**config.mk**
```make
export PLATFORM = sky130hd
export DESIGN_NAME = rx_rs_fault_detect
export DESIGN_NICKNAME = d
export VERILOG_FILES = /design/src/rtl/rx_rs_pkg.sv /design/src/rtl/rx_rs_col_step.sv /design/src/rtl/rx_rs_fault_detect.sv
export SDC_FILE = /design/constraint.sdc
export NUM_CORES = 1
export LEC_CHECK = 0
export CORE_ASPECT_RATIO = 1.75
export CORE_MARGIN = 8
export CORE_UTILIZATION = 25
export CTS_BUF_LIST = sky130_fd_sc_hd__clkbuf_2 sky130_fd_sc_hd__clkbuf_4 sky130_fd_sc_hd__clkbuf_8
export CTS_CLUSTER_SIZE = 30
export DETAILED_ROUTE_END_ITERATION = 8
export PLACE_DENSITY = 0.56
export SYNTH_ARGS = -nofsm -noshare
export SYNTH_HDL_FRONTEND = slang
export SYNTH_SLANG_ARGS = --single-unit
export TNS_END_PERCENT = 50
```
**constraint.sdc**
```tcl
create_clock -name rxclk_in -period 4 [get_ports rxclk_in]
set_input_delay 0.6 -clock rxclk_in [delete_from_list [all_inputs] [get_ports rxclk_in]]
set_output_delay 0.6 -clock rxclk_in [all_outputs]
set_load 0.02 [all_outputs]
```
**src/rtl/rx_rs_pkg.sv**
```systemverilog
// Shared definitions for the receive RS link-fault monitor: fault codes,
// FSM encoding, ordered-set constants and the per-column classifier.
package rx_rs_pkg;

  typedef enum logic [1:0] {
    LF_OK     = 2'b00,
    LF_LOCAL  = 2'b01,
    LF_REMOTE = 2'b10
  } lf_t;

  typedef enum logic [1:0] {
    ST_INIT  = 2'd0,
    ST_COUNT = 2'd1,
    ST_FAULT = 2'd2
  } state_t;

  localparam logic [7:0]  SEQ_CHAR   = 8'h9C;
  localparam logic [23:0] SEQ_LOCAL  = 24'h000001;
  localparam logic [23:0] SEQ_REMOTE = 24'h000002;
  // A sequence ordered set carries control only on lane0 (the MSB byte).
  localparam logic [3:0]  SEQ_CTRL   = 4'b1000;

  function automatic lf_t col_classify(input logic [3:0] ctrl, input logic [31:0] data);
    lf_t t;
    t = LF_OK;
    if (ctrl == SEQ_CTRL && data[31:24] == SEQ_CHAR) begin
      if (data[23:0] == SEQ_LOCAL)       t = LF_LOCAL;
      else if (data[23:0] == SEQ_REMOTE) t = LF_REMOTE;
    end
    return t;
  endfunction

endpackage

```
**src/rtl/rx_rs_col_step.sv**
```systemverilog
// Combinational next-state of the fault FSM for one 32-bit XGMII column.
// Two copies are chained so column0 is applied before column1.
module rx_rs_col_step
  import rx_rs_pkg::*;
#(
  parameter int SEQ_THRESHOLD = 4,
  parameter int COL_WINDOW    = 128,
  parameter int SEQ_W         = $clog2(SEQ_THRESHOLD) + 1,
  parameter int COL_W         = $clog2(COL_WINDOW) + 1
) (
  input  logic [3:0]       i_ctrl,
  input  logic [31:0]      i_data,
  input  logic [1:0]       i_state,
  input  logic [1:0]       i_last_type,
  input  logic [SEQ_W-1:0] i_seq_cnt,
  input  logic [COL_W-1:0] i_col_cnt,
  input  logic [1:0]       i_link_fault,
  output logic [1:0]       o_col_type,
  output logic [1:0]       o_state,
  output logic [1:0]       o_last_type,
  output logic [SEQ_W-1:0] o_seq_cnt,
  output logic [COL_W-1:0] o_col_cnt,
  output logic [1:0]       o_link_fault
);

  localparam logic [SEQ_W-1:0] SEQ_LIMIT = SEQ_W'(SEQ_THRESHOLD);
  localparam logic [COL_W-1:0] COL_LIMIT = COL_W'(COL_WINDOW);
  localparam logic [COL_W-1:0] COL_MAX   = {COL_W{1'b1}};

  lf_t              w_type;
  logic [SEQ_W-1:0] w_seq_inc;
  logic [COL_W-1:0] w_col_inc;

  assign w_type     = col_classify(i_ctrl, i_data);
  assign o_col_type = w_type;
  assign w_seq_inc  = i_seq_cnt + 1'b1;
  assign w_col_inc  = (i_col_cnt == COL_MAX) ? i_col_cnt : i_col_cnt + 1'b1;

  always_comb begin
    o_state      = i_state;
    o_last_type  = i_last_type;
    o_seq_cnt    = i_seq_cnt;
    o_col_cnt    = i_col_cnt;
    o_link_fault = i_link_fault;
    case (i_state)
      ST_INIT: begin
        o_last_type  = LF_OK;
        o_seq_cnt    = '0;
        o_col_cnt    = '0;
        o_link_fault = LF_OK;
        if (w_type != LF_OK) begin
          o_state     = ST_COUNT;
          o_last_type = w_type;
          o_seq_cnt   = SEQ_W'(1);
        end
      end
      ST_COUNT, ST_FAULT: begin
        if (w_type == LF_OK) begin
          o_col_cnt = w_col_inc;
          // A full fault-free window drops back to INIT from either state.
          if (w_col_inc >= COL_LIMIT) begin
            o_state      = ST_INIT;
            o_last_type  = LF_OK;
            o_seq_cnt    = '0;
            o_col_cnt    = '0;
            o_link_fault = LF_OK;
          end
        end else if (w_type == i_last_type) begin
          o_col_cnt = '0;
          if (i_state == ST_COUNT) begin
            o_seq_cnt = w_seq_inc;
            if (w_seq_inc == SEQ_LIMIT) begin
              o_state      = ST_FAULT;
              o_link_fault = i_last_type;
            end
          end
        end else begin
          // Type change restarts the count; any confirmed fault stays visible.
          o_state     = ST_COUNT;
          o_last_type = w_type;
          o_seq_cnt   = SEQ_W'(1);
          o_col_cnt   = '0;
        end
      end
      default: begin
        o_state      = ST_INIT;
        o_last_type  = LF_OK;
        o_seq_cnt    = '0;
        o_col_cnt    = '0;
        o_link_fault = LF_OK;
      end
    endcase
  end

endmodule

```
**src/rtl/rx_rs_fault_detect.sv**
```systemverilog
// XGMII receive link-fault monitor: two chained column steps per clock,
// with the FSM state, counters and output strobes registered here.
module rx_rs_fault_detect
  import rx_rs_pkg::*;
#(
  parameter int SEQ_THRESHOLD = 4,
  parameter int COL_WINDOW    = 128
) (
  input  logic        rxclk_in,
  input  logic        reset_in,
  input  logic [63:0] rxd64,
  input  logic [7:0]  rxc8,
  input  logic        fault_detect_en,
  output logic [1:0]  link_fault,
  output logic        seq_local_det,
  output logic        seq_remote_det,
  output logic [1:0]  o_dbg_state
);

  localparam int SEQ_W = $clog2(SEQ_THRESHOLD) + 1;
  localparam int COL_W = $clog2(COL_WINDOW) + 1;

  state_t           r_state;
  logic [1:0]       r_last_type;
  logic [SEQ_W-1:0] r_seq_cnt;
  logic [COL_W-1:0] r_col_cnt;
  logic [1:0]       r_link_fault;
  logic             r_local_det;
  logic             r_remote_det;

  logic [1:0]       w0_type, w1_type;
  logic [1:0]       w0_state, w1_state;
  logic [1:0]       w0_last_type, w1_last_type;
  logic [SEQ_W-1:0] w0_seq_cnt, w1_seq_cnt;
  logic [COL_W-1:0] w0_col_cnt, w1_col_cnt;
  logic [1:0]       w0_link_fault, w1_link_fault;

  rx_rs_col_step #(
    .SEQ_THRESHOLD(SEQ_THRESHOLD), .COL_WINDOW(COL_WINDOW), .SEQ_W(SEQ_W), .COL_W(COL_W)
  ) u_col0 (
    .i_ctrl(rxc8[7:4]), .i_data(rxd64[63:32]),
    .i_state(r_state), .i_last_type(r_last_type), .i_seq_cnt(r_seq_cnt),
    .i_col_cnt(r_col_cnt), .i_link_fault(r_link_fault),
    .o_col_type(w0_type), .o_state(w0_state), .o_last_type(w0_last_type),
    .o_seq_cnt(w0_seq_cnt), .o_col_cnt(w0_col_cnt), .o_link_fault(w0_link_fault)
  );

  rx_rs_col_step #(
    .SEQ_THRESHOLD(SEQ_THRESHOLD), .COL_WINDOW(COL_WINDOW), .SEQ_W(SEQ_W), .COL_W(COL_W)
  ) u_col1 (
    .i_ctrl(rxc8[3:0]), .i_data(rxd64[31:0]),
    .i_state(w0_state), .i_last_type(w0_last_type), .i_seq_cnt(w0_seq_cnt),
    .i_col_cnt(w0_col_cnt), .i_link_fault(w0_link_fault),
    .o_col_type(w1_type), .o_state(w1_state), .o_last_type(w1_last_type),
    .o_seq_cnt(w1_seq_cnt), .o_col_cnt(w1_col_cnt), .o_link_fault(w1_link_fault)
  );

  always_ff @(posedge rxclk_in or posedge reset_in) begin
    if (reset_in) begin
      r_state      <= ST_INIT;
      r_last_type  <= LF_OK;
      r_seq_cnt    <= '0;
      r_col_cnt    <= '0;
      r_link_fault <= LF_OK;
      r_local_det  <= 1'b0;
      r_remote_det <= 1'b0;
    end else begin
      // Detection strobes run even while the FSM is disabled.
      r_local_det  <= (w0_type == LF_LOCAL)  || (w1_type == LF_LOCAL);
      r_remote_det <= (w0_type == LF_REMOTE) || (w1_type == LF_REMOTE);
      if (!fault_detect_en) begin
        r_state      <= ST_INIT;
        r_last_type  <= LF_OK;
        r_seq_cnt    <= '0;
        r_col_cnt    <= '0;
        r_link_fault <= LF_OK;
      end else begin
        r_state      <= state_t'(w1_state);
        r_last_type  <= w1_last_type;
        r_seq_cnt    <= w1_seq_cnt;
        r_col_cnt    <= w1_col_cnt;
        r_link_fault <= w1_link_fault;
      end
    end
  end

  assign link_fault     = r_link_fault;
  assign seq_local_det  = r_local_det;
  assign seq_remote_det = r_remote_det;
  assign o_dbg_state    = r_state;

endmodule
```
# Yosys cells after proc, flatten, opt, wreduce, memory -nomap -nowiden

Cells that the tools add are included.
W data, S select, Z words.

Add/sub/neg operators: 4
Multipliers: 0
Div/mod/pow operators: 0
Magnitude comparators: 2
Equality and inequality tests: 22
Shift-type cells: 0
Muxes and demuxes: 67
Bitwise gates (word level): 0
Reduce and logical (&&, ||, !) cells: 12

Operators with widths:

| operator              | count |
|---|---|
| $mux W2               | 41 |
| $mux W8               | 9 |
| $eq A24 B1 Y1 const B | 2 |
| $eq A24 B2 Y1 const B | 2 |
| $eq A8 B8 Y1 const B  | 4 |
| $mux W3               | 9 |
| $add A8 B1 Y8 const B | 2 |
| $ge A8 B8 Y1 const B  | 2 |
| $pmux W2 S2           | 4 |
| $pmux W3 S2           | 2 |
| $eq A2 B1 Y1 const B  | 4 |
| $eq A2 B2 Y1 const B  | 4 |
| $eq A4 B4 Y1 const B  | 2 |
| $logic_not A2 Y1      | 4 |
| $add A3 B1 Y3 const B | 2 |
| $eq A3 B3 Y1 const B  | 2 |
| $eq A2 B2 Y1          | 2 |
| $reduce_bool A2 Y1    | 2 |
| $reduce_or A2 Y1      | 2 |
| $logic_and A1 B1 Y1   | 2 |
| $logic_or A1 B1 Y1    | 2 |
| $mux W1               | 2 |

Flip-flop bits (word level): 19
Latch bits: 0
Memory bits (writable): 0
Memory bits (read-only): 0
Input port bits: 75
Output and inout port bits: 6
Memories: 0

# Depth between registers and ports, before layout

Gate-level depths: netlist of run 1.

Depth in word-level cells: 16
Mapped depth: 14
Depth with buffers taken out: 14

# Cells and area by module

Synthesis of run 1 repeated with hierarchy kept, for this count alone.

Cells, all modules: 269
Area, all modules: 2184.6 um^2

By module, submodules not included:

| module                   | times used | cells an instance | area each (um^2) | seq. area each (um^2) |
|---|---|---|---|---|
| rx_rs_col_step at u_col0 | 1          | 111               | 787.0            | 0.0 |
| rx_rs_col_step at u_col1 | 1          | 116               | 762.0            | 0.0 |
| rx_rs_fault_detect       | 1          | 42                | 635.6            | 475.5 |

# Worst setup path before layout of run 1

No wires, ideal clock.

Path type: input to register
Start point: input rxc8[4]
End point: register r_last_type[0]
Library setup time: 0.077 ns
Arrival: 3.320 ns
Data required time: 3.923 ns
Slack: 0.603 ns
Stages on the path: 13
Path buffers: 1
Cells stage by stage: nor4_2 > nand3_2 > or3_4 > buf_6 > or3b_1 > o31ai_1 > o21a_1 > inv_1 > ha_1 > nand2_1 > or2_2 > o22a_1 > a21oi_1

Longest elaborated chain between the ends: 13
Elaborated cells between the ends (all ways): 30

RTL lines:

| item                                                 | RTL line                 | RTL |
|---|---|---|
| start, declared                                      | rx_rs_fault_detect.sv:12 | `input logic [7:0] rxc8,` |
| $eq A4 B4 Y1 (*)                                     | rx_rs_pkg.sv:26          | `if (ctrl == SEQ_CTRL && data[31:24] == SEQ_CHAR) begin` |
| $logic_and A1 B1 Y1 (*)                              | rx_rs_pkg.sv:26          |  |
| $mux W2 (*)                                          | rx_rs_pkg.sv:26          |  |
| $logic_not A2 Y1                                     | rx_rs_col_step.sv:58     | `if (w_type == LF_OK) begin` |
| $mux W8                                              | rx_rs_col_step.sv:58     |  |
| $mux W8                                              | rx_rs_col_step.sv:45     | `case (i_state)` |
| $add A8 B1 Y8 / $eq A8 B8 Y1 (equally long branches) | rx_rs_col_step.sv:37     | `assign w_col_inc = (i_col_cnt == COL_MAX) ? i_col_cnt : i_col_cnt + 1'b1;` |
| $mux W8                                              | rx_rs_col_step.sv:37     |  |
| $ge A8 B8 Y1                                         | rx_rs_col_step.sv:61     | `if (w_col_inc >= COL_LIMIT) begin` |
| $mux W2                                              | rx_rs_col_step.sv:61     |  |
| $mux W2                                              | rx_rs_col_step.sv:58     |  |
| $pmux W2 S2 (*)                                      | rx_rs_col_step.sv:45     |  |
| $mux W2 (*)                                          | rx_rs_fault_detect.sv:71 | `if (!fault_detect_en) begin` |
| end signal, assigned                                 | rx_rs_fault_detect.sv:79 | `r_last_type <= w1_last_type;` |
| end, declared                                        | rx_rs_fault_detect.sv:24 | `logic [1:0] r_last_type;` |

Every way passes the cells marked *; elsewhere a longest branch is shown, timed or not.

# Worst setup path after layout of run 1

Start point: input rxd64[40]
End point: register r_state[1], in the netlist o_dbg_state[1]

Longest elaborated chain between the ends: 16
Elaborated cells between the ends (all ways): 41

RTL lines:

| item                                                                   | RTL line                 | RTL |
|---|---|---|
| start, declared                                                        | rx_rs_fault_detect.sv:11 | `input logic [63:0] rxd64,` |
| $eq A24 B2 Y1                                                          | rx_rs_pkg.sv:28          | `else if (data[23:0] == SEQ_REMOTE) t = LF_REMOTE;` |
| $mux W2                                                                | rx_rs_pkg.sv:28          |  |
| $mux W2 (*)                                                            | rx_rs_pkg.sv:27          | `if (data[23:0] == SEQ_LOCAL) t = LF_LOCAL;` |
| $mux W2 (*)                                                            | rx_rs_pkg.sv:26          |  |
| parallel branches: the longest is 10 deep, another holds $add A8 B1 Y8 | n/a                      |  |
| $pmux W2 S2 (*)                                                        | rx_rs_col_step.sv:45     |  |
| $mux W2 (*)                                                            | rx_rs_fault_detect.sv:71 |  |
| end signal, assigned                                                   | rx_rs_fault_detect.sv:78 | `r_state <= state_t'(w1_state);` |
| end, declared                                                          | rx_rs_fault_detect.sv:23 | `state_t r_state;` |

Mark *: on every way between the ends.

==> results of run 1 <==
==> cells in the mapped netlist, types with 5 or more instances <==
cell / count / share of area (%)
nand4_1: 6 / 1.8
o21ai_0: 11 / 2.7
nand2b_1: 6 / 1.8
inv_1: 11 / 2.0
nor3_1: 7 / 1.7
nand3_1: 13 / 3.2
nand2_1: 29 / 5.3
xnor2_1: 5 / 2.1
mux2i_1: 5 / 2.4
ha_1: 12 / 7.3
nor2_1: 21 / 3.8
nor4_1: 10 / 3.0
dfrtp_1: 19 / 23
and3_1: 7 / 2.1
a21oi_1: 13 / 3.2
o211ai_1: 5 / 1.8
==> area by class of cell <==
class | count | area share (%)
Sequential cell | 19 | 15.47
Multi-Input combinational cell | 222 | 48.94
Clock buffer | 3 | 1.344
Clock inverter | 1 | 0.1629
Timing Repair Buffer | 92 | 28.99
Inverter | 11 | 1.344
Tap cell | 92 | 3.746
==> worst max-delay path by stage <==
stage | from | endpoint | cells past startpoint
after floorplan | rxc8[4] | r_last_type[0] | 13
after global placement | rxc8[4] | o_dbg_state[1] | 13
after detailed placement | rxd64[34] | o_dbg_state[1] | 13
after CTS | rxd64[34] | o_dbg_state[1] | 13
after global routing | rxd64[40] | o_dbg_state[0] | 14
final | rxd64[40] | o_dbg_state[1] | 13
==> worst reg2reg max path, cell delays in order, from the launching register on <==
cell and delay, ns:
dfrtp_1 0.45, ha_1 0.27, nand3_1 0.25, nand4_1 0.23
nand2_1 0.28, o21ai_0 0.13, a221oi_1 0.52, inv_1 0.09
ha_1 0.31, nand2_1 0.11, or2_2 0.36, nor2_1 0.21
o22a_1 0.16
==> registers in the layout, indices dropped and copies added (netlist names) <==
signal,count
r_col_cnt,8
link_fault,2
seq_remote_det,1
r_last_type,2
r_seq_cnt,3
o_dbg_state,2
seq_local_det,1
==> per-layer routing <==
layer	vias to the layer above	track usage, %	part of all wire, %
li1	1165	-	-
met1	1097	10.90	35
met2	84	26.67	57
met3	15	2.421	4.9
met4	0	6.181	3.1
met5	-	0	0
==> report_power, final <==
part	switching (mW)	internal, mW
Clock	0.0696	0.0695
Sequential	0.000654	0.192
Combinational	0.0276	0.0704
==> cell families after synthesis <==
family                     count (synthesis)  share of synthesized area (%)
and+or+nand+nor                          138                          40.84
AOI/OAI and AO/OA                         60                          19.84
DFF                                       19                          23.13
buffers and inverters                     18                          3.712
adders and majority gates                 12                          7.304
xor gates and xnor gates                   6                          2.556
muxes                                      5                          2.435
other                                      1                         0.1824
==> stage by stage <==
stage               worst slack, ns  power [mW]  area, µm²  std cells  hold WS, ns
detailed placement           0.1146      0.2962       3027        436       0.6924
CTS                          0.3771      0.4351       3073        440       0.7121
global placement             0.1420      0.2949       3027        436       0.6848
floorplan                    0.6029      0.2147       2056        259       0.5511
finish                       0.3617      0.4301       3073        440       0.7333
global route               0.007655      0.4516       3073        440       0.7562
==> qor.yml, run 1 <==
synthesis:
  async_flop_share_pct: 100.0
  syn_inst: 259
  synth-main-ff-cell: "dfrtp_1"
  synth-edff-count: 0
  ys_types: 60
  avgSynthCellArea_um2: 7.937
  yosys_warnings: 0
  synth_area_um2: 2056
  synthesis.nets: 346
  synth_seq_cells: 19
  yosysSeqAreaShare_pct: 23.13
placement:
  dpl.hpwl_um: 6310
  place_congestion: 0.8202
  io_buffer_count: 80
floorplanning:
  start_util_pct: 25.23
  row_count: 44
  die_w_um: 84.55
  die_h_um: 136.0
  io_pins: 81
  core_um2: 8148
  die-area_um2: 11490
timing:
  fin_crit_sh_pct: 90.96
  finalCriticalPeriod_ns: 3.638
  slew_viol_final: 0
  fin_setup_tns_ns: 0
  rsz0062_at_grt: "no"
  worst_pin_slew_ns: 0.7664
  finalHoldViolations: 0
  fin_skew_ns: 0.001660
  setup_viol: 0
  relSlewSlack_pct: 48.85
  max_freq_mhz: 274.9
pwr:
  leakage_nw: 1.170
  powerDensity_nw_per_um2: 140.0
  peakVddDrop_mv: 0.09103
detailed_routing:
  vias_per_cell: 5.366
  post-route-drc-count: 0
  drtAntennaViolNets: 0
  drtPass1Iterations: 4
  wl_per_cell_um: 16.38
  drt_wl_total_um: 7207
  vias: 2361
  drtIter0Drc: 158
worst_setup_path:
  cp-end-kind: "flop"
  ff2ff_setup_slack_ns: 0.58
  crit_buf_inv: 2
  cpMaxStageDelayCell: "or3b_1"
  path_class: "in2reg"
  r2r_start: "r_col_cnt[0]"
  critical_path.max_fanout: 7
  rr_endpoint: "o_dbg_state[1]"
  crit_path_start_kind: "primary input"
  crit_chain: "clkdlybuf4s50_1, nor4_1, nand2_1, or3_4, or3b_1, o31ai_1, o21a_1, inv_1, ha_1, nand2_1, or2_2, nor2_1, o22a_1"
  critical_path_required_ns: 4.20
  cp_data_arrival_time_ns: 3.84
  reg2regPathDepth: 12
  max_stage_delay_ns: 0.47
  crit_top_cell: "nand2_1"
  crit_family: "simple AND/OR/NAND/NOR gates"
flow_run:
  drv_cap: 0
global_route:
  grt_pass1_vias: 2527
  antenna_found_initial: 0
  overflow: 0
  track_usage_pct: 12.75
  grt_first_pass_wirelength_um: 11810
  grt_max_degree: 20
clocking:
  cts_root_buf: "clkbuf_8"
  clkLatencyLatePin_ns: 0.26
  holdBufCountCts: 0
  clkSinkCount: 19
  cts_setup_buffers: 0
  cts_tree: "built"
  htreeDepth: 1
  postCtsResizedCells: 0
  cts_made_buffers: 3
  clk_pin_slew_worst_paths_ns: 0.08
  cts_buffer_depth: 2
layout:
  final_common_cell: "clkdlybuf4s50_1"
  area_growth_pct: 49.48
  final_layout_size_suffix_gt1_share_pct: 10.34
  diodes: 0
  multiInputGateArea_um2: 1504
  utilization_pct: 37.71
  final_nets: 436
  seqCellArea_um2: 475.5
  fillCellCount: 873
  layout_common_cells: "80 x clkdlybuf4s50_1, 29 x nand2_1, 21 x nor2_1"
worst_hold_path:
  hp-class: "reg2reg"
  min_from: "r_seq_cnt[1]"
  worst_hold_path.endpoint: "r_seq_cnt[1]"
  hold_path_depth: 3
status:
  outcome: "finished clean"
No activity file was read; power rests on OpenSTA's default activity.
==> run 2, diff against run 1 <==
- CORE_UTILIZATION: 25 -> 40
- GPL_TIMING_DRIVEN: unset -> 0
- PLACE_DENSITY: 0.56 -> 0.8
==> run 2 against run 1 <==
Against the previous run:
- sequential power barely moved
- non-clock buffer count rose by 1
- cell count fell by 8.4%
- clock power barely moved
- global-route usage rose by 3.7 points
- combinational power rose by 2.0%
- fmax fell by 5.1%
- design area fell by 0.41%
- critical path depth rose by 1
- register-to-register slack got worse by 0.04 ns
- via count rose by 1.4%
- sequential share of layout area rose by 0.063 points
==> qor.yml, run 2 (same netlist as run 1, synthesis figures left out) <==
global_route:
  grt_pass1_vias: 2474  # was 2527
  antenna_found_initial: 0  # unchanged
  grt_max_degree: 20  # unchanged
  overflow: 0  # unchanged
  track_usage_pct: 16.49  # was 12.75%
  grt_first_pass_wirelength_um: 10780  # was 11810 µm
worst_setup_path:
  critical_path_required_ns: 4.21  # was 4.20 ns
  reg2regPathDepth: 12  # unchanged
  cp-end-kind: "flop"  # unchanged
  path_class: "in2reg"  # unchanged
  cp_data_arrival_time_ns: 4.05  # was 3.84 ns
  critical_path.max_fanout: 10  # was 7
  crit_path_start_kind: "primary input"  # unchanged
floorplanning:
  die_w_um: 70.19  # was 84.55 µm
  die_h_um: 110.8  # was 136.0 µm
  core_um2: 4977  # was 8148 µm²
  start_util_pct: 41.30  # was 25.23%
  row_count: 34  # was 44
  die-area_um2: 7780  # was 11490 µm²
  io_pins: 81  # unchanged
clocking:
  cts_root_buf: "clkbuf_8"  # unchanged
  cts_buffer_depth: 2  # unchanged
  cts_tree: "built"  # unchanged
  cts_made_buffers: 3  # unchanged
  clk_pin_slew_worst_paths_ns: 0.08  # about the same
  clkSinkCount: 19  # unchanged
  htreeDepth: 1  # unchanged
  clkLatencyLatePin_ns: 0.27  # was 0.26 ns
pwr:
  comb_power_share_pct: 23.0  # was 22.8%
  pwr-share-clk_pct: 32.7  # was 32.3%
  powerDensity_nw_per_um2: 142.3  # was 140.0 nW/µm²
  p_int_uw: 333.1  # was 332.2 µW
  seqPwrFrac_pct: 44.3  # was 44.9%
  peakVddDrop_mv: 0.1106  # was 0.09103 mV
  leakage_nw: 1.158  # was 1.170 nW
  p_switching_uw: 102.2  # was 97.87 µW
  swShare_pct: 23.49  # was 22.75%
layout:
  stdcell_area_um2: 3060  # was 3073 µm²
  largest_register: "r_col_cnt"  # unchanged
  final_nets: 437  # was 436
  final_common_cell: "clkdlybuf4s50_1"  # unchanged
  fillCellCount: 424  # was 873
  largestRegisters: "r_col_cnt x8, r_seq_cnt x3"  # unchanged
  utilization_pct: 61.49  # was 37.71%
  diodes: 0  # unchanged
  area_growth_pct: 48.87  # was 49.48%
  layout_common_cells: "80 x clkdlybuf4s50_1, 27 x nand2_1, 20 x nor2_1"  # was 80 x clkdlybuf4s50_1, 29 x nand2_1, 21 x nor2_1
  final_layout_size_suffix_gt1_share_pct: 11.17  # was 10.34%
  largest_reg_flops: 8  # unchanged
timing:
  finalHoldViolations: 0  # unchanged
  max_freq_mhz: 260.8  # was 274.9 MHz
  worst_pin_slew_ns: 0.7880  # was 0.7664 ns
  fin_skew_ns: 0.001499  # was 0.001660 ns
  finalCriticalPeriod_ns: 3.835  # was 3.638 ns
  setup_viol: 0  # unchanged
  relSlewSlack_pct: 47.41  # was 48.85%
  fin_crit_sh_pct: 95.88  # was 90.96%
  slew_viol_final: 0  # unchanged
  fin_setup_tns_ns: 0  # unchanged
detailed_routing:
  wl_per_cell_um: 16.78  # was 16.38 µm
  vias_per_cell: 5.943  # was 5.366
  post-route-drc-count: 0  # unchanged
  vias: 2395  # was 2361
  drt_wl_total_um: 6763  # was 7207 µm
  drtPass1Iterations: 4  # unchanged
  drtAntennaViolNets: 0  # unchanged
  drtIter0Drc: 132  # was 158
placement:
  postPlaceCellArea_um2: 2924  # was 3027 µm²
  dpl.hpwl_um: 5663  # was 6310 µm
  place_congestion: 0.9049  # was 0.8202
  io_buffer_count: 80  # unchanged
status:
  outcome: "finished clean"  # unchanged
flow_run:
  drv_cap: 0  # unchanged
worst_hold_path:
  hp-class: "reg2reg"  # unchanged
  hold_path_depth: 3  # unchanged
==> run 2: changes by cell type in the layout (fill, tap and decap cells not counted), moves of 2 or more <==
cell and change:
nand2_1 -2, buf_4 -6, nor4_1 -2, nand2_2 +2
clkbuf_1 +4
==> run 2: power by group through the flow <==
stage / sequential [mW] / clock [mW] / combinational (mW)
6_report: 0.193 / 0.142 / 0.0999
5_1_grt: 0.193 / 0.150 / 0.107
4_1_cts: 0.193 / 0.143 / 0.0989
3_5_place_dp: 0.197 / 0 / 0.0982
3_3_place_gp: 0.197 / 0 / 0.0961
2_1_floorplan: 0.197 / 0 / 0.0180
==> run 2: per-layer routing <==
| layer | vias to the layer above | wire, µm | GRT usage (%) |
|---|---|---|---|
| met5 | - | 0 | 0 |
| met3 | 22 | 320 | 2.778 |
| met4 | 0 | 240 | 9.434 |
| li1 | 1160 | - | - |
| met1 | 1109 | 2500 | 15.51 |
| met2 | 104 | 3701 | 31.66 |
==> run 2: worst max-delay path: stages <==
cell and delay [ns]:
clkdlybuf4s50_1 0.41, nor4b_2 0.31, nand4_2 0.18, or3_4 0.37, buf_6 0.15, or3b_1 0.45, o31ai_1 0.11, o21a_1 0.18
inv_1 0.06, ha_2 0.37, nand2_2 0.14, or3_1 0.39, o21ai_1 0.19, a21o_1 0.14
==> run 2: final cells by class <==
cell class	count	area, µm²	area share (%)
Tap cell	54	67.56	2.208
Sequential cell	19	475.5	15.54
Clock inverter	1	5.005	0.1635
Clock buffer	3	41.29	1.349
Timing Repair Buffer	86	845.8	27.64
Buffer	7	35.03	1.145
Inverter	11	41.29	1.349
Multi-Input combinational cell	222	1549	50.61
==> run 2: through the flow <==
step / hold WS, ns / setup slack, ns / cells / total power [mW]
floorplan: 0.5511 / 0.6029 / 259 / 0.2147
global placement: 0.6298 / -0.5656 / 393 / 0.2930
detailed placement: 0.6485 / -0.6361 / 393 / 0.2951
CTS: 0.6657 / 0.002683 / 399 / 0.4348
global route: 0.6912 / -0.01120 / 403 / 0.4498
finish: 0.6561 / 0.1649 / 403 / 0.4353
==> run 2: path summary, 6_finish.rpt <==
path	start	slack, ns	to
max	rxd64[35]	0.16	r_seq_cnt[1]
min	r_seq_cnt[1]	0.66	r_seq_cnt[1]
max reg2reg	r_col_cnt[0]	0.54	r_seq_cnt[1]
min reg2reg	r_seq_cnt[1]	0.66	r_seq_cnt[1]
max in group asynchronous	reset_in	2.73	link_fault[0]
min in group asynchronous	reset_in	0.77	r_col_cnt[1]
==> run 2: timing repair <==
action                     CTS  global route
setup endpoints to repair   13             8
hold buffers                 0             0
gates resized for setup      5             6
setup buffers                2             4
pin swaps                    1             3
==> run 3, diff against run 2 <==
- CAP_MARGIN: unset -> 20
- HOLD_SLACK_MARGIN: unset -> 0.12
==> results of run 3 <==
The final DEF is identical to that of run 2; final timing and power are the same.
